==> config.mk <==
export PLATFORM = sky130hd
export DESIGN_NAME = jtsbaskt_sndcmd
export DESIGN_NICKNAME = d
export VERILOG_FILES = /design/src/rtl/jtsbaskt_sndcmd.sv
export SDC_FILE = /design/constraint.sdc
export NUM_CORES = 1
export LEC_CHECK = 0
export CAP_MARGIN = 10
export CORE_UTILIZATION = 55
export DETAILED_ROUTE_END_ITERATION = 6
export PLACE_DENSITY = 0.77
export SYNTH_ARGS = -nofsm -noshare
export SYNTH_HDL_FRONTEND = slang
export SYNTH_SLANG_ARGS = --single-unit
export TNS_END_PERCENT = 10
==> constraint.sdc <==
create_clock -name clk -period 4.4 [get_ports clk]
set_input_delay 1.32 -clock clk [delete_from_list [all_inputs] [get_ports clk]]
set_output_delay 1.32 -clock clk [all_outputs]
set_load 0.1 [all_outputs]
==> src/rtl/jtsbaskt_sndcmd.sv <==
`default_nettype none
// ============================================================================
// Module   : jtsbaskt_sndcmd
// Purpose  : Main-to-sound command queue. Buffers sound commands written by
//            the main CPU and hands them to the sound board one at a time:
//            latch load, IRQ pulse, then wait for the sound CPU to read the
//            latch or for a timeout.
// Revision : 1.0 - initial release
// ============================================================================
module jtsbaskt_sndcmd #(
  parameter int AW   = 2,
  parameter int IRQW = 4,
  parameter int TMO  = 1023
) (
  input  logic          clk,
  input  logic          rst,
  input  logic          snd_cen,
  input  logic [7:0]    main_dout,
  input  logic          latch_we,
  input  logic          irq_we,
  input  logic          snd_rd,
  input  logic          ovf_clr,
  output logic [7:0]    snd_dout,
  output logic          m2s_data,
  output logic          m2s_on,
  output logic [AW:0]   level,
  output logic          busy,
  output logic          ovf
);

  localparam int            c_DEPTH   = 1 << AW;
  localparam logic [AW:0]   c_FULL    = (AW+1)'(c_DEPTH);
  localparam logic [AW:0]   c_LVL_ONE = (AW+1)'(1);
  localparam logic [AW-1:0] c_PTR_ONE = AW'(1);
  localparam logic [9:0]    c_IRQW    = 10'(IRQW);
  localparam logic [9:0]    c_TMO     = 10'(TMO);

  typedef enum logic [1:0] {
    ST_IDLE = 2'd0,
    ST_LOAD = 2'd1,
    ST_IRQ  = 2'd2,
    ST_WAIT = 2'd3
  } state_t;

  state_t        r_state;
  logic [7:0]    r_stg;
  logic [7:0]    r_mem [c_DEPTH];
  logic [AW-1:0] r_wp;
  logic [AW-1:0] r_rp;
  logic [9:0]    r_tc;
  logic          r_ack;

  logic [7:0]    w_push_data;
  logic          w_full;
  logic          w_pop;
  logic          w_push_ok;
  logic          w_drop;
  logic [AW:0]   w_level_nxt;
  logic [9:0]    w_tc_inc;

  // A write to both addresses in one cycle must queue the fresh byte, not the old staging value
  assign w_push_data = latch_we ? main_dout : r_stg;
  assign w_full      = (level == c_FULL);
  assign w_pop       = (r_state == ST_IDLE) && (level != '0);
  // A pop in the same cycle frees a slot, so a push into a full queue is still taken
  assign w_push_ok   = irq_we && (!w_full || w_pop);
  assign w_drop      = irq_we && w_full && !w_pop;
  assign w_tc_inc    = r_tc + 10'd1;

  // Occupancy after this cycle's push/pop
  always_comb begin
    w_level_nxt = level;
    if (w_push_ok && !w_pop) begin
      w_level_nxt = level + c_LVL_ONE;
    end else if (!w_push_ok && w_pop) begin
      w_level_nxt = level - c_LVL_ONE;
    end
  end

  // Staging register for the latch write
  always_ff @(posedge clk) begin
    if (rst) begin
      r_stg <= 8'd0;
    end else if (latch_we) begin
      r_stg <= main_dout;
    end
  end

  // Queue storage; contents need no reset since level gates every read
  always_ff @(posedge clk) begin
    if (w_push_ok) begin
      r_mem[r_wp] <= w_push_data;
    end
  end

  // Queue pointers and occupancy
  always_ff @(posedge clk) begin
    if (rst) begin
      r_wp  <= '0;
      r_rp  <= '0;
      level <= '0;
    end else begin
      if (w_push_ok) begin
        r_wp <= r_wp + c_PTR_ONE;
      end
      if (w_pop) begin
        r_rp <= r_rp + c_PTR_ONE;
      end
      level <= w_level_nxt;
    end
  end

  // Sticky overflow flag; a drop in the same cycle as a clear keeps it set
  always_ff @(posedge clk) begin
    if (rst) begin
      ovf <= 1'b0;
    end else if (w_drop) begin
      ovf <= 1'b1;
    end else if (ovf_clr) begin
      ovf <= 1'b0;
    end
  end

  // Delivery sequencer: load latch, pulse IRQ, wait for ack or timeout
  always_ff @(posedge clk) begin
    if (rst) begin
      r_state  <= ST_IDLE;
      snd_dout <= 8'd0;
      m2s_data <= 1'b0;
      m2s_on   <= 1'b0;
      r_tc     <= 10'd0;
      r_ack    <= 1'b0;
      busy     <= 1'b0;
    end else begin
      m2s_data <= 1'b0;
      busy     <= 1'b1;
      case (r_state)
        ST_IDLE: begin
          if (w_pop) begin
            snd_dout <= r_mem[r_rp];
            m2s_data <= 1'b1;
            r_state  <= ST_LOAD;
          end else begin
            busy <= (w_level_nxt != '0);
          end
        end
        ST_LOAD: begin
          r_tc    <= 10'd0;
          // An ack arriving while the latch loads still counts
          r_ack   <= snd_rd;
          m2s_on  <= 1'b1;
          r_state <= ST_IRQ;
        end
        ST_IRQ: begin
          if (snd_rd) begin
            r_ack <= 1'b1;
          end
          if (snd_cen) begin
            if (w_tc_inc == c_IRQW) begin
              r_tc    <= 10'd0;
              m2s_on  <= 1'b0;
              r_state <= ST_WAIT;
            end else begin
              r_tc <= w_tc_inc;
            end
          end
        end
        ST_WAIT: begin
          if (snd_rd) begin
            r_ack <= 1'b1;
          end
          if (snd_cen) begin
            r_tc <= w_tc_inc;
          end
          if (r_ack || (snd_cen && (w_tc_inc == c_TMO))) begin
            r_state <= ST_IDLE;
            busy    <= (w_level_nxt != '0);
          end
        end
        default: begin
          r_state <= ST_IDLE;
          m2s_on  <= 1'b0;
        end
      endcase
    end
  end

endmodule
`default_nettype wire

==> results.tsv, run 1 <==
metric	value	unit
place_hpwl	4243	um
portBuffers	29	
hold_start	snd_dout[2]	
ys_seq_area_share	54.34	%
die_w	78.78	um
setup_ws	1.067	ns
area_delta_synth_final	16.06	%
arrival	2.01	ns
vdd_drop_max	0.0004190	V
synth_edf_count	32	
place_area	3566	um^2
max_clock_freq	300.0	MHz
startpoint	level[2]	
grt_pass1_vias	2038	
dieHeight	78.78	um
crit_family	buffers and inverters	
maxCapViolations	0	
drc	0	
syn_area	3242	um^2
synth_area_leaders	edfxtp_1, dfxtp_1, mux4_2	
p_leak	1.372	nW
critPathSlowestCell	clkdlybuf4s50_1	
overflow	0	
endpoint_kind	output pin	
grt_use_total	21.45	%
slowest_delay	1.19	ns
final_common_cell	dfxtp_1	
synth_ff_type	dfxtp_1	
drive_gt1_share	11.84	%
final_hold_viol_count	0	
cp.required	3.08	ns
rows	27	
cts_hold_buffers	0	
core_area	5608	um^2
clock-sinks	72	
cts.path.max_buffers	2	
setup_viol	0	
dieArea	6206	um^2
timing.hold.ws	0.4569	ns
report.final.slew_viol_count	0	
viasPerCell	5.656	
clkSlewWorstSetupHoldPaths	0.07	ns
status	finished, final reports clean	
initial_utilization	57.81	%
period_needed	3.333	ns
avgRoutedWirePerCell	15.56	um
synth_seq_cells	72	
tns	0	ns
yosys_warnings	0	
hold_class	reg2reg	
rsz0062_at_grt	no	
postLayoutCellArea	3762	um^2
path_cells	clkdlybuf4s50_1	
antenna_found_initial	0	
clockRootBuffer	clkbuf_8	
gp_congestion	0.8146	
grt_pass1_wl	9853	um
cts_setup_buffers	0	
rr_startpoint	r_state[1]	
vias	2223	
nets	344	
period_share	75.75	%
synth_cell_type_count	46	
power_density	659.1	nW/um^2
cp_max_fo	8	
clk_latency	0.34	ns
syn_avg_cell_area	11.26	um^2
syn_nets	316	
critPathLaunchType	flop	
numCtsBuffers	9	
mostFrequentLayoutCells	dfxtp_1, edfxtp_1, clkdlybuf4s50_1	
ant_nets	0	
antenna_cells	0	
yosys.area.top_type	edfxtp_1	
synth-async-reset-ratio	0	%
ios	30	
critical_path_buf_inv_count	1	
grt_max_degree	41	
drt_iter0_drc	124	
crit_type	reg2out	
cts_repair_resize_count	0	
drtPass1Iterations	4	
routed_wl	6117	um
relSlewSlack	35.32	%
finClkSkew	0.009769	ns
dp_worst_setup_slack	0.9782	ns
worst_slew_pin_slew	0.9671	ns
netlist_instances	288	
h-tree-depth	3	
cts_tree	done	
fin_util	67.09	%
synth.top_cell.area_share	29.64	%
==> logic make-up after synthesis <==
kind of cell	share of synthesized area, %
simple gates	15.09
flops	54.34
compound gates	11.23
buf+inv	3.474
mux	8.954
fa+ha+maj	5.017
xor+xnor	1.891
==> cell usage after synthesis (all sizes together) (3+ instances only) <==
cell,instances
nand2,25
nor4,4
xnor2,4
nand2b,5
nand3,3
ha,13
nor2,16
nor3,3
and3,4
buf,3
mux4,8
nor2b,13
o21ai,14
nand3b,4
a31oi,5
inv,13
mux2,8
clkbuf,10
and2,7
xor2,3
dfxtp,40
edfxtp,32
a21oi,27
==> layer usage <==
metal | up-vias | share of wire (%) | track usage (%)
li1 | 1097 | - | -
met4 | 0 | 0.59 | 11.11
met5 | - | 0 | 0
met3 | 5 | 3.7 | 4.138
met1 | 1077 | 48 | 29.10
met2 | 44 | 48 | 32.78
==> area by class of cell <==
| cell class | instances | area, um^2 |
|---|---|---|
| fill | 443 | 1846 |
| sequential | 72 | 1762 |
| multi-input combinational | 190 | 1368 |
| timing repair buffer | 30 | 297.8 |
| clock buffer | 9 | 123.9 |
| tap | 72 | 90.09 |
| clock inverter | 7 | 72.57 |
| inverter | 13 | 48.80 |
==> final timing paths <==
path / endpoint / slack [ns] / cells past startpoint
hold reg to reg: snd_dout[2] / 0.46 / 2
setup reg to reg: r_mem[0][7] / 2.12 / 5
setup / recovery: level[2] / 1.07 / 1
hold / removal: snd_dout[2] / 0.46 / 2
==> sequential cells by signal, indices dropped and copies added, names as in the netlist <==
register	cells
r_mem	32
r_tc	10
r_stg	8
snd_dout	8
level	3
r_rp	2
r_state	2
r_wp	2
busy	1
m2s_data	1
m2s_on	1
ovf	1
r_ack	1
==> report_power, final <==
| part | switching, mW | internal, mW |
|---|---|---|
| registers | 0.0805 | 0.804 |
| logic | 0.737 | 0.343 |
| clock network | 0.254 | 0.262 |
==> through the flow <==
| step | std cells | power [mW] |
|---|---|---|
| after global placement | 377 | 1.962 |
| after CTS | 393 | 2.495 |
| after global routing | 393 | 2.612 |
| after floorplan | 288 | 1.740 |
| after detailed placement | 377 | 1.977 |
| final | 393 | 2.480 |
No activity file was read; power rests on OpenSTA's default activity.
==> run 2: changes to the inputs <==
==> constraint.sdc (replaced) <==
create_clock -name clk -period 3.45 [get_ports clk]
set_input_delay 1.035 -clock clk [delete_from_list [all_inputs] [get_ports clk]]
set_output_delay 1.035 -clock clk [all_outputs]
set_load 0.1 [all_outputs]
==> results.tsv, run 2 (synthesized netlist as in run 1, its figures left out) <==
metric	value	unit	change
status	finished, final reports clean		unchanged
final_common_cell	dfxtp_1		unchanged
critPathLaunchType	input pin		was flop
worst_slew_pin_slew	0.6378	ns	was 0.9671 ns
tns	0	ns	unchanged
regMostFlops	r_mem		unchanged
postLayoutCellArea	3739	um^2	was 3762 um^2
dieArea	6206	um^2	unchanged
period_share	82.40	%	
drive_gt1_share	16.77	%	was 11.84%
reg_top3	r_mem (32), r_tc (10)		unchanged
antenna_found_initial	0		unchanged
mostFrequentLayoutCells	dfxtp_1, edfxtp_1, a21oi_1		was dfxtp_1, edfxtp_1, clkdlybuf4s50_1
antenna_cells	0		unchanged
core_area	5608	um^2	unchanged
rsz0062_at_grt	no		unchanged
grt_pass1_wl	10270	um	was 9853 um
numCtsBuffers	9		unchanged
ant_nets	0		unchanged
ff2ff_path_depth	5		unchanged
cts_hold_buffers	0		unchanged
hold_class	reg2reg		unchanged
wl_met2	2883	um	was 2941 um
power	3.174	mW	was 2.480 mW
endpoint	r_mem[0][7]		was level[2]
path_cells	clkdlybuf4s50_1, inv_1, a31oi_1, and2_1		was clkdlybuf4s50_1
gp_congestion	0.8104		was 0.8146
cts_tree	done		unchanged
max_clock_freq	351.7	MHz	
rows	27		unchanged
nets	345		was 344
slowest_delay	0.66	ns	was 1.19 ns
crit_family	buffers and inverters		unchanged
report.final.slew_viol_count	0		unchanged
drt-met1-wl	2857	um	was 2913 um
initial_utilization	57.81	%	unchanged
ios	30		unchanged
critPathSlowestCell	clkdlybuf4s50_1		unchanged
final_hold_viol_count	0		unchanged
h-tree-depth	3		unchanged
place_hpwl	4353	um	was 4243 um
wl_met3	348	um	was 226 um
overflow	0		unchanged
setup_viol	0		unchanged
grt_max_degree	41		unchanged
clock-sinks	72		unchanged
drc	0		unchanged
critical_path_buf_inv_count	2		was 1
drtPass1Iterations	4		unchanged
endpoint_kind	flop		was output pin
vias	2279		was 2,223
cp_max_fo	11		was 8
fin_util	66.67	%	was 67.09%
avgRoutedWirePerCell	15.74	um	was 15.56 um
die_w	78.78	um	unchanged
period_needed	2.843	ns	
clk_latency	0.35	ns	was 0.34 ns
portBuffers	29		unchanged
rr_startpoint	r_state[1]		unchanged
maxCapViolations	0		unchanged
path_depth	4		was 1
cp.required	3.46	ns	was 3.08 ns
p_leak	1.407	nW	was 1.372 nW
top_layer_used	met4		unchanged
cts_repair_resize_count	0		unchanged
area_delta_synth_final	15.32	%	was 16.06%
viasPerCell	5.784		was 5.656
clkSlewWorstSetupHoldPaths	0.08	ns	was 0.07 ns
grt_pass1_vias	2130		was 2,038
largest_register_ffs	32		unchanged
cts_setup_buffers	0		unchanged
place_area	3536	um^2	was 3566 um^2
cts.path.max_buffers	2		unchanged
startpoint	irq_we		was level[2]
dieHeight	78.78	um	unchanged
relSlewSlack	57.39	%	was 35.32%
r2r_setup_slack	1.08	ns	was 2.12 ns
finClkSkew	0.007609	ns	was 0.009769 ns
fillers	446		was 443
routed_wl	6203	um	was 6117 um
drt_iter0_drc	117		was 124
vdd_drop_max	0.0005468	V	was 0.0004190 V
setup_ws	0.6071	ns	was 1.067 ns
r2r-end	r_mem[0][7]		unchanged
crit_type	in2reg		was reg2out
clockRootBuffer	clkbuf_8		unchanged
arrival	2.85	ns	was 2.01 ns
grt_use_total	22.52	%	was 21.45%
power_density	848.9	nW/um^2	was 659.1 nW/um^2
dp_worst_setup_slack	0.2994	ns	was 0.9782 ns
[run 2: cell count changes in the layout (fill, tap and decap cells not counted), sizes merged]
| cell | delta |
|---|---|
| clkdlybuf4s50 | -15 |
| buf | +16 |
| clkinv | -3 |
| inv | +3 |
[run 2: worst min-delay path, cell delays in order, from the launching register on]
cell	delay, ns
dfxtp_1	0.31
nand2_1	0.05
a21oi_1	0.05
[run 2: through the flow]
step                instances  hold slack [ns]
floorplan                 288           0.4706
global placement          378           0.4475
detailed placement        378           0.4523
CTS                       394           0.4632
global route              394           0.4853
finish                    394           0.4585
[run 2: cell type report]
type | count | area [um^2] | area share [%]
repair buffers | 31 | 267.8 | 7.162
multi-input cells | 190 | 1368 | 36.58
inverters | 13 | 48.80 | 1.305
well taps | 72 | 90.09 | 2.410
clock inverters | 7 | 78.83 | 2.108
clock buffers | 9 | 123.9 | 3.313
flip-flops and latches | 72 | 1762 | 47.12
[run 2: where the power goes]
| group | internal [mW] | leakage (nW) | switching, mW | total [mW] |
|---|---|---|---|---|
| combinational | 0.423 | 0.682 | 0.943 | 1.37 |
| sequential | 1.03 | 0.625 | 0.105 | 1.13 |
| clock | 0.342 | 0.0998 | 0.335 | 0.677 |
[run 2: worst min path at each step]
stage,end,slack [ns],depth (start not counted),startpoint
6_report,snd_dout[1],0.46,2,snd_dout[1]
5_1_grt,snd_dout[4],0.49,2,snd_dout[4]
4_1_cts,snd_dout[6],0.46,2,snd_dout[6]
3_5_place_dp,snd_dout[6],0.45,2,snd_dout[6]
3_3_place_gp,snd_dout[0],0.45,2,snd_dout[0]
2_1_floorplan,r_tc[7],0.47,2,r_tc[7]
[run 2: metal layers]
| layer | GRT usage (%) | up-vias |
|---|---|---|
| li1 | - | 1102 |
| met1 | 30.44 | 1093 |
| met2 | 32.96 | 69 |
| met3 | 7.931 | 15 |
| met4 | 9.259 | 0 |
| met5 | 0 | - |
